===== src/rtl/ps2_key_decoder.sv =====
// PS/2 set-2 key decoder: frame receiver, prefix tracking, press strobes.
// Define PS2_PARITY_CHECK_EN to reject frames with bad odd parity.
//
// Ports:
//   clk          system clock, rising edge
//   iReset       synchronous active-high reset
//   iPS2_CLK     raw PS/2 clock (asynchronous)
//   iPS2_DAT     raw PS/2 data (asynchronous)
//   spacePressed one-cycle pulse on a fresh SPACE_CODE make
//   onePressed   one-cycle pulse on a fresh ONE_CODE make
//   oScanCode    last valid byte, held between frames
//   oScanValid   one-cycle pulse when oScanCode updates
//   oFrameError  one-cycle pulse on a discarded frame
`timescale 1ns/1ps
module ps2_key_decoder #(
    parameter int         TIMEOUT_CYCLES = 10000,
    parameter logic [7:0] SPACE_CODE     = 8'h29,
    parameter logic [7:0] ONE_CODE       = 8'h16
) (
    input  logic       clk,
    input  logic       iReset,
    input  logic       iPS2_CLK,
    input  logic       iPS2_DAT,
    output logic       spacePressed,
    output logic       onePressed,
    output logic [7:0] oScanCode,
    output logic       oScanValid,
    output logic       oFrameError
);

    localparam int WD_W = $clog2(TIMEOUT_CYCLES + 1);
    localparam logic [WD_W-1:0] WD_MAX = WD_W'(TIMEOUT_CYCLES);
    localparam logic [7:0] EXT_CODE = 8'hE0;
    localparam logic [7:0] BRK_CODE = 8'hF0;

    typedef enum logic [1:0] {
        S_IDLE,
        S_SHIFT,
        S_CHECK
    } state_e;

    state_e state_q, state_d;

    // ck_q[1] is the synchronised clock, ck_q[2] its previous value
    logic [2:0] ck_q;
    logic [1:0] dt_q;
    logic       fall_q;
    logic       bit_q;

    logic [3:0]      cnt_q;
    logic [7:0]      sh_q;
    logic            stop_q;
    logic [WD_W-1:0] wd_q;
`ifdef PS2_PARITY_CHECK_EN
    logic            par_q;
`endif

    logic       brk_q, brk_d;
    logic       ext_q, ext_d;
    logic       sheld_q, sheld_d;
    logic       oheld_q, oheld_d;

    logic       space_q, space_d;
    logic       one_q, one_d;
    logic       valid_q, valid_d;
    logic       err_q, err_d;
    logic [7:0] code_q, code_d;

    logic start_edge;
    logic stray_edge;
    logic last_edge;
    logic timeout;
    logic frame_ok;

    // Synchroniser idles high so reset never fabricates a falling edge.
    // The edge pulse and its data bit are registered together.
    always_ff @(posedge clk) begin
        if (iReset) begin
            ck_q   <= 3'b111;
            dt_q   <= 2'b11;
            fall_q <= 1'b0;
            bit_q  <= 1'b1;
        end else begin
            ck_q   <= {ck_q[1:0], iPS2_CLK};
            dt_q   <= {dt_q[0], iPS2_DAT};
            fall_q <= ck_q[2] & ~ck_q[1];
            bit_q  <= dt_q[1];
        end
    end

    assign start_edge = (state_q == S_IDLE) && fall_q && !bit_q;
    assign stray_edge = (state_q == S_IDLE) && fall_q && bit_q;
    assign last_edge  = (state_q == S_SHIFT) && fall_q
                        && (cnt_q == 4'd10);
    assign timeout    = (state_q == S_SHIFT) && (wd_q == WD_MAX);

`ifdef PS2_PARITY_CHECK_EN
    assign frame_ok = stop_q & (^{sh_q, par_q});
`else
    assign frame_ok = stop_q;
`endif

    always_ff @(posedge clk) begin
        if (iReset) begin
            state_q <= S_IDLE;
        end else begin
            state_q <= state_d;
        end
    end

    always_comb begin
        state_d = state_q;
        unique case (state_q)
            S_IDLE: begin
                if (start_edge) begin
                    state_d = S_SHIFT;
                end
            end
            S_SHIFT: begin
                if (timeout) begin
                    state_d = S_IDLE;
                end else if (last_edge) begin
                    state_d = S_CHECK;
                end
            end
            S_CHECK: begin
                state_d = S_IDLE;
            end
            default: begin
                state_d = S_IDLE;
            end
        endcase
    end

    always_comb begin
        space_d = 1'b0;
        one_d   = 1'b0;
        valid_d = 1'b0;
        err_d   = 1'b0;
        code_d  = code_q;
        brk_d   = brk_q;
        ext_d   = ext_q;
        sheld_d = sheld_q;
        oheld_d = oheld_q;

        if (stray_edge || timeout) begin
            err_d = 1'b1;
        end
        if (timeout) begin
            brk_d = 1'b0;
            ext_d = 1'b0;
        end

        if (state_q == S_CHECK) begin
            if (!frame_ok) begin
                err_d = 1'b1;
            end else begin
                valid_d = 1'b1;
                code_d  = sh_q;
                if (sh_q == EXT_CODE) begin
                    ext_d = 1'b1;
                end else if (sh_q == BRK_CODE) begin
                    brk_d = 1'b1;
                end else if (ext_q) begin
                    // Extended keys never alias the plain keys
                    ext_d = 1'b0;
                    brk_d = 1'b0;
                end else if (brk_q) begin
                    brk_d = 1'b0;
                    if (sh_q == SPACE_CODE) begin
                        sheld_d = 1'b0;
                    end
                    if (sh_q == ONE_CODE) begin
                        oheld_d = 1'b0;
                    end
                end else begin
                    // Typematic repeats arrive as makes while held
                    if (sh_q == SPACE_CODE && !sheld_q) begin
                        space_d = 1'b1;
                        sheld_d = 1'b1;
                    end
                    if (sh_q == ONE_CODE && !oheld_q) begin
                        one_d   = 1'b1;
                        oheld_d = 1'b1;
                    end
                end
            end
        end
    end

    always_ff @(posedge clk) begin
        if (iReset) begin
            cnt_q  <= 4'd0;
            sh_q   <= 8'h00;
            stop_q <= 1'b0;
            wd_q   <= '0;
`ifdef PS2_PARITY_CHECK_EN
            par_q  <= 1'b0;
`endif
        end else begin
            if (fall_q || timeout) begin
                wd_q <= '0;
            end else if (state_q == S_SHIFT) begin
                wd_q <= wd_q + 1'b1;
            end

            if (start_edge) begin
                cnt_q <= 4'd1;
            end else if (timeout || state_q == S_CHECK) begin
                cnt_q <= 4'd0;
            end else if (state_q == S_SHIFT && fall_q) begin
                cnt_q <= cnt_q + 4'd1;
                if (cnt_q <= 4'd8) begin
                    sh_q <= {bit_q, sh_q[7:1]};
                end
`ifdef PS2_PARITY_CHECK_EN
                if (cnt_q == 4'd9) begin
                    par_q <= bit_q;
                end
`endif
                if (cnt_q == 4'd10) begin
                    stop_q <= bit_q;
                end
            end
        end
    end

    always_ff @(posedge clk) begin
        if (iReset) begin
            brk_q   <= 1'b0;
            ext_q   <= 1'b0;
            sheld_q <= 1'b0;
            oheld_q <= 1'b0;
            space_q <= 1'b0;
            one_q   <= 1'b0;
            valid_q <= 1'b0;
            err_q   <= 1'b0;
            code_q  <= 8'h00;
        end else begin
            brk_q   <= brk_d;
            ext_q   <= ext_d;
            sheld_q <= sheld_d;
            oheld_q <= oheld_d;
            space_q <= space_d;
            one_q   <= one_d;
            valid_q <= valid_d;
            err_q   <= err_d;
            code_q  <= code_d;
        end
    end

    assign spacePressed = space_q;
    assign onePressed   = one_q;
    assign oScanValid   = valid_q;
    assign oFrameError  = err_q;
    assign oScanCode    = code_q;

endmodule

===== config.mk =====
export PLATFORM = sky130hd
export DESIGN_NAME = ps2_key_decoder
export DESIGN_NICKNAME = d
export VERILOG_FILES = /design/src/rtl/ps2_key_decoder.sv
export SDC_FILE = /design/constraint.sdc
export NUM_CORES = 1
export LEC_CHECK = 0
export ABC_AREA = 0
export BUFFER_PORTS_ARGS = -buffer_cell sky130_fd_sc_hd__buf_2
export CORE_UTILIZATION = 53
export DETAILED_ROUTE_END_ITERATION = 10
export GPL_TIMING_DRIVEN = 0
export PLACE_DENSITY = 0.82
export SLEW_MARGIN = 20
export SYNTH_ARGS = -nofsm -noshare
export SYNTH_HDL_FRONTEND = slang
export SYNTH_SLANG_ARGS = --single-unit
export TNS_END_PERCENT = 100

===== constraint.sdc =====
create_clock -name clk -period 1.8 [get_ports clk]
set_clock_uncertainty 0.2 [all_clocks]
set_input_delay 0.18 -clock clk [delete_from_list [all_inputs] [get_ports clk]]
set_output_delay 0.18 -clock clk [all_outputs]
set_load 0.01 [all_outputs]

==> results of run 1 <==
## state kept, by name (all words and copies together) (netlist names), 2 cells and up
name       cells
wd_q          14
oScanCode      8
sh_q           8
cnt_q          4
ck_q           3
dt_q           2
state_q        2
## worst max-delay path, cell delays in order, from the launching register on
cell and delay (ns):
dfxtp_1 0.38, buf_2 0.23, and3b_1 0.18, clkbuf_4 0.19, nand4_1 0.17, nor4_1 0.31
## power by group through the flow
| stage | registers, mW | clock network, mW | logic [mW] |
|---|---|---|---|
| after floorplan | 1.18 | 0 | 0.0268 |
| after global placement | 1.19 | 0 | 0.0398 |
| after detailed placement | 1.19 | 0 | 0.0408 |
| after CTS | 1.16 | 0.800 | 0.0531 |
| after global routing | 1.16 | 0.856 | 0.0619 |
| final | 1.16 | 0.801 | 0.0569 |
## layer usage
metal	part of all wire, %	vias up
met2	50	57
met4	1.3	0
li1	-	872
met3	5.1	9
met1	43	833
met5	0	-
## per-stage QoR
stage	cells	instance area (sq um)	utilization, %	hold slack [ns]	setup TNS, ns
after floorplan	241	2160	-	0.06969	0
after global placement	304	2295	60.85	0.1662	-2.502
after detailed placement	304	2295	60.85	0.1693	-3.814
after CTS	318	2499	66.26	0.2225	0
after global routing	318	2582	68.48	0.2337	-0.3088
final	318	2582	68.48	0.2190	0
## repair_timing
item                                    in CTS  in global routing
endpoints found under the setup margin      38                 41
buffers inserted                             4                  1
pin swaps                                    3                  1
resized for setup                           10                 24
hold buffers                                 3                  0
hold endpoints to repair                     6                  0
## area by class of cell
cell class                 instances  area, sq um
multi-input combinational        168         1122
sequential                        52         1052
clock inverter                     3        42.54
tap                               48        60.06
clock buffer                       5        68.82
timing repair buffer              23        146.4
fill                             276         1189
buffer                             8        48.80
inverter                          11        41.29
## worst paths after layout
check	startpoint	endpoint	slack [ns]	cells past startpoint
max reg2reg	state_q[1]	onePressed	0.03	5
min	dt_q[0]	dt_q[1]	0.22	1
min reg2reg	dt_q[0]	dt_q[1]	0.22	1
max	state_q[1]	onePressed	0.03	5
## cell usage in the layout (no fill, tap or decap), drive strengths merged, types with 2 or more instances in the layout
| master | synthesis | routed |
|---|---|---|
| and3b | 3 | 3 |
| mux2i | 11 | 11 |
| clkbuf | 6 | 11 |
| ha | 5 | 5 |
| nand4 | 6 | 6 |
| nand2b | 2 | 2 |
| o31ai | 2 | 2 |
| nand4b | 2 | 2 |
| xnor2 | 10 | 10 |
| dfxtp | 52 | 52 |
| nor4 | 8 | 8 |
| buf | 4 | 22 |
| inv | 11 | 11 |
| nor2b | 2 | 2 |
| nand3 | 6 | 6 |
| or2 | 7 | 7 |
| nor3 | 5 | 5 |
| nor4b | 2 | 2 |
| and3 | 2 | 2 |
| a21oi | 13 | 13 |
| xor2 | 4 | 4 |
| nand2 | 33 | 33 |
| o21ai | 2 | 2 |
| nor2 | 32 | 32 |
| dlygate4sd3 | 0 | 3 |
## kinds of logic (layout without fill, tap and decap cells)
group           after synthesis  after routing  synth area share, %
buf+inv                      21             50                3.940
xor+xnor                     14             14                5.678
compound gates               23             23                6.779
fa+ha+maj                     5              5                2.897
simple gates                114            114                26.88
flops                        52             52                48.20
mux                          12             12                5.620
==> flow_summary.yaml, run 1 <==
sta:
  hold_viol_final: 0
  worst_pin_slew_ns: 0.4836
  slew_headroom_pct: 67.76
  max_freq_ghz: 0.5644
  setup_viol: 0
  rsz0062_at_grt: "yes"
  final_max_slew_viol_count: 0
  period_share_pct: 98.43
  setup_slack_ns: 0.02835
  period_minus_slack_ns: 1.772
clock_tree:
  cts-root-buf: "clkbuf_8"
  clock_latency_ns: 0.30
  cts_buffers: 5
  clock_sinks: 52
  h-tree-depth: 2
  cts_buffer_depth: 2
  cts_tree: "done"
  clk_pin_slew_worst_paths_ns: 0.09
cells_and_area:
  n_antenna_cell: 0
  fin_nets: 278
  drive_above_1_share_pct: 22.96
  syn_to_final_growth_pct: 19.58
routing:
  post-route-drc-count: 0
  postRouteAntennaNets: 0
  drt_wl_total_microns: 4675
  dr_total_vias: 1771
  viasPerCell: 5.569
  drtIter0Drc: 122
  dr.pass1.iters: 4
  wl_per_cell_microns: 14.70
grt:
  use_met3_pct: 5.172
  use_met1_pct: 27.14
  grt_pass1_vias: 1585
  antenna_found_initial: 0
  grt_pass1_wl_microns: 7079
  met2_usage_pct: 35.97
  grt_max_degree: 17
  globalRouteTotalUtil_pct: 21.58
  busiest_layer: "met2"
  grt_overflow: 0
synthesis:
  synth_area_leaders: "dfxtp_1 (48%), nand2_1 (5.7%), nor2_1 (5.6%)"
  postSynthAreaPerCell_sq_um: 8.961
  synthArstFlopShare_pct: 0
  synth-seq-area-share_pct: 48.20
  syn-num-nets: 250
  synth_common_cells: "dfxtp_1 (52), nand2_1 (33), nor2_1 (32), a21oi_1 (12)"
  ys_ff_latch: 52
  syn-cell-area_sq_um: 2160
  synth_edf_count: 0
  ys.flop_type: "dfxtp_1"
  ys_types: 40
  synth_cells: 241
  yosys_warnings: 0
  yosysTopAreaCellShare_pct: 48.20
  yosysMostFrequentCell: "dfxtp_1"
  synth_top_area_cell: "dfxtp_1"
floorplan:
  initial_utilization_pct: 57.27
  ios: 16
  row_count: 22
  dieWidth_microns: 65.84
  die-area_sq_um: 4334
  core_sq_um: 3771
  die_h_microns: 65.84
pwr:
  pwr-share-seq_pct: 57.4
  clock_power_share_pct: 39.8
  leakagePower_nw: 1.040
  power.switching_mw: 0.4255
  ir_drop_mv: 0.7188
  power.density_nw_per_um2: 780.4
  total_power_mw: 2.015
  comb_power_share_pct: 2.8
  intPower_mw: 1.590
  switching_share_pct: 21.11
status:
  status: "complete, no violations"
worst_setup_path:
  cp_max_fo: 10
  critPathKind: "reg -> reg"
  worst_ep_arrival_time_ns: 1.76
  cp-end-kind: "flip-flop"
  cp.required_ns: 1.78
  cp-start-kind: "flip-flop"
placed_design:
  dp_hpwl_microns: 2891
  io_buffers: 15
  place_ws_ns: -0.2762
  gp_congestion: 0.8108
worst_hold_path:
  min_path_type: "reg -> reg"
flow_run:
  max_cap_violations: 0
No activity file was read; power rests on OpenSTA's default activity.
==> run 2: changes to the inputs <==
- CORE_UTILIZATION: 53 -> 50
- PLACE_DENSITY: 0.82 -> 0.79
==> run 2 against run 1 <==
Compared with the run above: cell area shrank 1.6%; largest cell class unchanged; core utilization shrank 6.3 points; global-route usage shrank 1.8 points; critical endpoint is now wd_q[13]; register-to-register slack gained 0.03 ns; non-clock buffer count grew 2; worst setup slack gained 0.028 ns; combinational power shrank 4.2%.
==> flow_summary.yaml, run 2 (synthesis gave the netlist of run 1 again) <==
clock_tree:
  clk_pin_slew_worst_paths_ns: 0.09
  clock_sinks: 52
  cts_buffers: 5
  h-tree-depth: 2
  cts-root-buf: "clkbuf_8"
  cts_buffer_depth: 2
  clock_latency_ns: 0.31
  cts_tree: "done"
floorplan:
  core_sq_um: 4086
  initial_utilization_pct: 52.85
  dieWidth_microns: 67.72
  row_count: 23
  die_h_microns: 67.72
  die-area_sq_um: 4586
  ios: 16
worst_setup_path:
  cp_max_fo: 6
  r2r_cells: 4
  cp-start-kind: "flip-flop"
  cp.required_ns: 1.85
  critPathKind: "reg -> reg"
  worst_ep_arrival_time_ns: 1.79
  r2r_slack_ns: 0.06
  cp-end-kind: "flip-flop"
placed_design:
  dp_hpwl_microns: 2729
  gp_congestion: 0.7786
  place_ws_ns: -0.2233
  io_buffers: 15
sta:
  worst_pin_slew_ns: 0.5157
  period_share_pct: 96.87
  hold_viol_final: 0
  final_max_slew_viol_count: 0
  slew_headroom_pct: 65.62
  max_freq_ghz: 0.5735
  setup_viol: 0
  period_minus_slack_ns: 1.744
  setup_slack_ns: 0.05629
routing:
  dr_total_vias: 1735
  postRouteAntennaNets: 0
  drtIter0Drc: 128
  drt_wl_total_microns: 4190
  post-route-drc-count: 0
  viasPerCell: 5.388
  dr.pass1.iters: 4
  wl_per_cell_microns: 13.01
pwr:
  power.density_nw_per_um2: 734.1
  total_power_mw: 1.866
  leakagePower_nw: 1.024
  ir_drop_mv: 0.5662
grt:
  grt_overflow: 0
  grt_pass1_wl_microns: 6582
  antenna_found_initial: 0
  grt_max_degree: 17
  grt_pass1_vias: 1479
  globalRouteTotalUtil_pct: 19.78
flow_run:
  max_cap_violations: 0
cells_and_area:
  drive_above_1_share_pct: 21.32
  n_antenna_cell: 0
  largest_reg_flops: 14
  multi_input_area_sq_um: 1097
  fin_nets: 280
  fillers: 345
  layout_commonest_cell: "dfxtp_1"
  final_cell_mix: "dfxtp_1 (47), nand2_1 (33), nor2_1 (31), buf_2 (15), a21oi_1 (12)"
  final-seq-area_sq_um: 1047
  top_register: "wd_q"
  syn_to_final_growth_pct: 17.73
worst_hold_path:
  whs_path_depth: 1
  min_path_type: "reg -> reg"
status:
  status: "complete, no violations"
run 2: cell count changes in the layout (fill, tap and decap cells not counted), sizes merged:
cell	delta
bufinv	-1
buf	+2
clkbuf	+1
run 2: worst paths after layout:
check        startpoint       end
min             dt_q[1]     bit_q
max             wd_q[6]  wd_q[13]
min reg2reg     dt_q[1]     bit_q
max reg2reg     wd_q[6]  wd_q[13]
run 2: what timing repair did:
action                                  4_1_cts  5_1_grt
hold endpoints to repair                      6        0
buffers inserted                              1        5
endpoints found under the setup margin       37       22
hold buffers                                  3        0
pin swaps                                     2        0
cloned                                        0        0
resized for setup                             8       20
run 2: area by class of cell:
cell class                 count  share of cell area [%]
tap                           50                   2.461
timing repair buffer          24                   5.906
buffer                         9                   2.165
sequential                    52                   41.19
multi-input combinational    168                   43.16
clock inverter                 2                  0.6398
inverter                      11                   1.624
clock buffer                   6                   2.854
run 2: routing by layer:
layer	vias to the layer above	share of wire (%)	global-route usage, %
met3	5	3.6	5.574
met1	817	48	24.35
li1	883	-	-
met4	0	1.5	8.777
met2	30	47	31.81
met5	-	0	0
run 2: power by group:
group | switching [mW] | internal [mW] | leakage [nW] | total [mW]
clock network | 0.377 | 0.277 | 0.0414 | 0.653
logic | 0.0314 | 0.0231 | 0.560 | 0.0545
registers | 0.00269 | 1.16 | 0.423 | 1.16
total | 0.411 | 1.46 | 1.02 | 1.87
run 2: per-stage QoR:
stage                     hold slack (ns)  util [%]  instance area, sq um  std cells  setup TNS (ns)
after floorplan                   0.06969         -                  2160        241               0
after global placement             0.1656     56.22                  2297        306          -2.351
after detailed placement           0.1689     56.22                  2297        306          -2.720
after CTS                          0.2199     59.92                  2449        317               0
after global routing               0.2375     62.22                  2542        322        -0.08136
final                              0.2161     62.22                  2542        322               0
run 2: critical path, stage by stage, from the launching register on:
cell     delay [ns]
dfxtp_1        0.42
nand3_2        0.17
or2_1          0.26
or4_4          0.52
a21oi_2        0.13
==> run 3: changes to the inputs <==
- CORE_MARGIN: not set -> 2
- REMOVE_ABC_BUFFERS: not set -> 1
==> run 3 against run 2 <==
Compared with the run above: clock power grew 64%; count of clock-buffer cells in the layout shrank 1; global-route usage shrank 2.7 points; first-iteration DRC count shrank 18%; non-clock buffer count shrank 12; critical endpoint unchanged; via count shrank 5.0%.
==> flow_summary.yaml, run 3 (synthesis gave the netlist of run 1 again) <==
cells_and_area:
  top_register: "wd_q"
  final_cell_mix: "dfxtp_1 (45), nand2_1 (33), nor2_1 (31), buf_2 (15), a21oi_1 (12)"
  n_antenna_cell: 0
  layout_commonest_cell: "dfxtp_1"
  post-route-util_pct: 61.76
  largest_reg_flops: 14
  final_area_sq_um: 2524
  final-seq-area_sq_um: 1055
  drive_above_1_share_pct: 20.38
  multi_input_area_sq_um: 1081
  fin_nets: 268
  syn_to_final_growth_pct: 16.86
  fillers: 364
worst_setup_path:
  cp-start-kind: "flip-flop"
  critPathKind: "reg -> reg"
  crit_start: "state_q[1]"
  endpoint: "wd_q[13]"
  timing.rr.start: "state_q[1]"
  r2r_cells: 4
  cp.required_ns: 1.84
  cp-end-kind: "flip-flop"
  r2r_slack_ns: 0.06
  reg2reg_to: "wd_q[13]"
  cp_max_fo: 12
  worst_ep_arrival_time_ns: 1.77
sta:
  tns_ns: 0
  slew_headroom_pct: 68.88
  hold_ws_ns: 0.09329
  period_share_pct: 96.51
  rsz0062_at_grt: "no"
  worst_pin_slew_ns: 0.4663
  hold_viol_final: 0
  final_max_slew_viol_count: 0
  setup_viol: 0
  period_minus_slack_ns: 1.737
  max_freq_ghz: 0.5757
clock_tree:
  cts_tree: "done"
  cts-root-buf: "clkbuf_8"
  cts_buffer_depth: 2
  clock_latency_ns: 0.30
  clk_pin_slew_worst_paths_ns: 0.10
  h-tree-depth: 2
  cts_buffers: 5
  clock_sinks: 52
pwr:
  comb_power_share_pct: 2.0
  power.density_nw_per_um2: 898.3
  pwr-share-seq_pct: 51.0
  ir_drop_mv: 0.6216
  clock_power_share_pct: 47.1
  power.switching_mw: 0.4022
  intPower_mw: 1.865
  switching_share_pct: 17.74
  leakagePower_nw: 1.019
worst_hold_path:
  min_path_type: "in -> reg"
floorplan:
  ios: 16
  core_sq_um: 4086
  row_count: 23
  dieWidth_microns: 69.72
  die-area_sq_um: 4861
  initial_utilization_pct: 52.85
  die_h_microns: 69.72
routing:
  post-route-drc-count: 0
  drt_wl_total_microns: 3876
  wl_per_cell_microns: 12.50
  dr_total_vias: 1649
  postRouteAntennaNets: 0
  viasPerCell: 5.319
  dr.pass1.iters: 4
  drtIter0Drc: 105
grt:
  grt_pass1_wl_microns: 6768
  globalRouteTotalUtil_pct: 17.08
  grt_pass1_vias: 1549
  grt_overflow: 0
  antenna_found_initial: 0
  grt_max_degree: 26
placed_design:
  dp_hpwl_microns: 2562
  placed_cell_area_sq_um: 2253
  gp_congestion: 0.7796
  io_buffers: 15
flow_run:
  max_cap_violations: 0
status:
  status: "complete, no violations"
-- run 3: layout make-up --
| type | count | share of cell area [%] |
|---|---|---|
| well taps | 50 | 2.479 |
| inverters | 11 | 1.636 |
| repair buffers | 21 | 4.958 |
| clock buffers | 5 | 2.727 |
| clock inverters | 3 | 3.570 |
| multi-input cells | 168 | 42.84 |
| flip-flops and latches | 52 | 41.79 |
-- run 3: timing repair --
item	4_1_cts	5_1_grt
hold buffers	2	0
pin swaps	2	0
hold endpoints to repair	2	0
endpoints found under the setup margin	26	20
gates resized for setup	7	13
setup buffers	4	0
-- run 3: metrics by stage --
stage | worst slack, ns | total power, mW | std cells
5_1_grt | 0.005451 | 2.352 | 310
3_3_place_gp | -0.2821 | 1.220 | 296
4_1_cts | 0.03194 | 2.292 | 310
2_1_floorplan | -0.02450 | 1.204 | 231
3_5_place_dp | -0.3135 | 1.220 | 296
6_report | 0.06285 | 2.267 | 310
-- run 3: worst min-delay path by stage --
stage | cells past startpoint | slack [ns] | end | start
floorplan | 1 | 0.05 | oScanCode[0] | iReset
global placement | 2 | 0.16 | dt_q[0] | iPS2_DAT
detailed placement | 2 | 0.17 | dt_q[0] | iPS2_DAT
CTS | 2 | 0.08 | oScanValid | iReset
global route | 2 | 0.10 | oheld_q | iReset
finish | 2 | 0.09 | oScanValid | iReset
-- run 3: worst max-delay path, cell delays in order, from the launching register on --
cell and delay (ns):
dfxtp_4 0.40, nand4b_4 0.18, or2_1 0.25, or4_4 0.51, a21oi_2 0.13
-- run 3: metal layers --
layer / global-route usage, % / part of all wire (%) / up-vias
li1: - / - / 852
met1: 21.53 / 49 / 759
met2: 28.42 / 47 / 30
met3: 4.506 / 3.4 / 8
met4: 5.769 / 1.3 / 0
met5: 0 / 0 / -
-- run 3: power groups by stage --
stage	logic, mW	registers (mW)	clock network, mW
2_1_floorplan	0.0190	1.18	0
3_3_place_gp	0.0345	1.19	0
3_5_place_dp	0.0349	1.19	0
4_1_cts	0.0439	1.16	1.09
5_1_grt	0.0508	1.16	1.14
6_report	0.0449	1.16	1.07
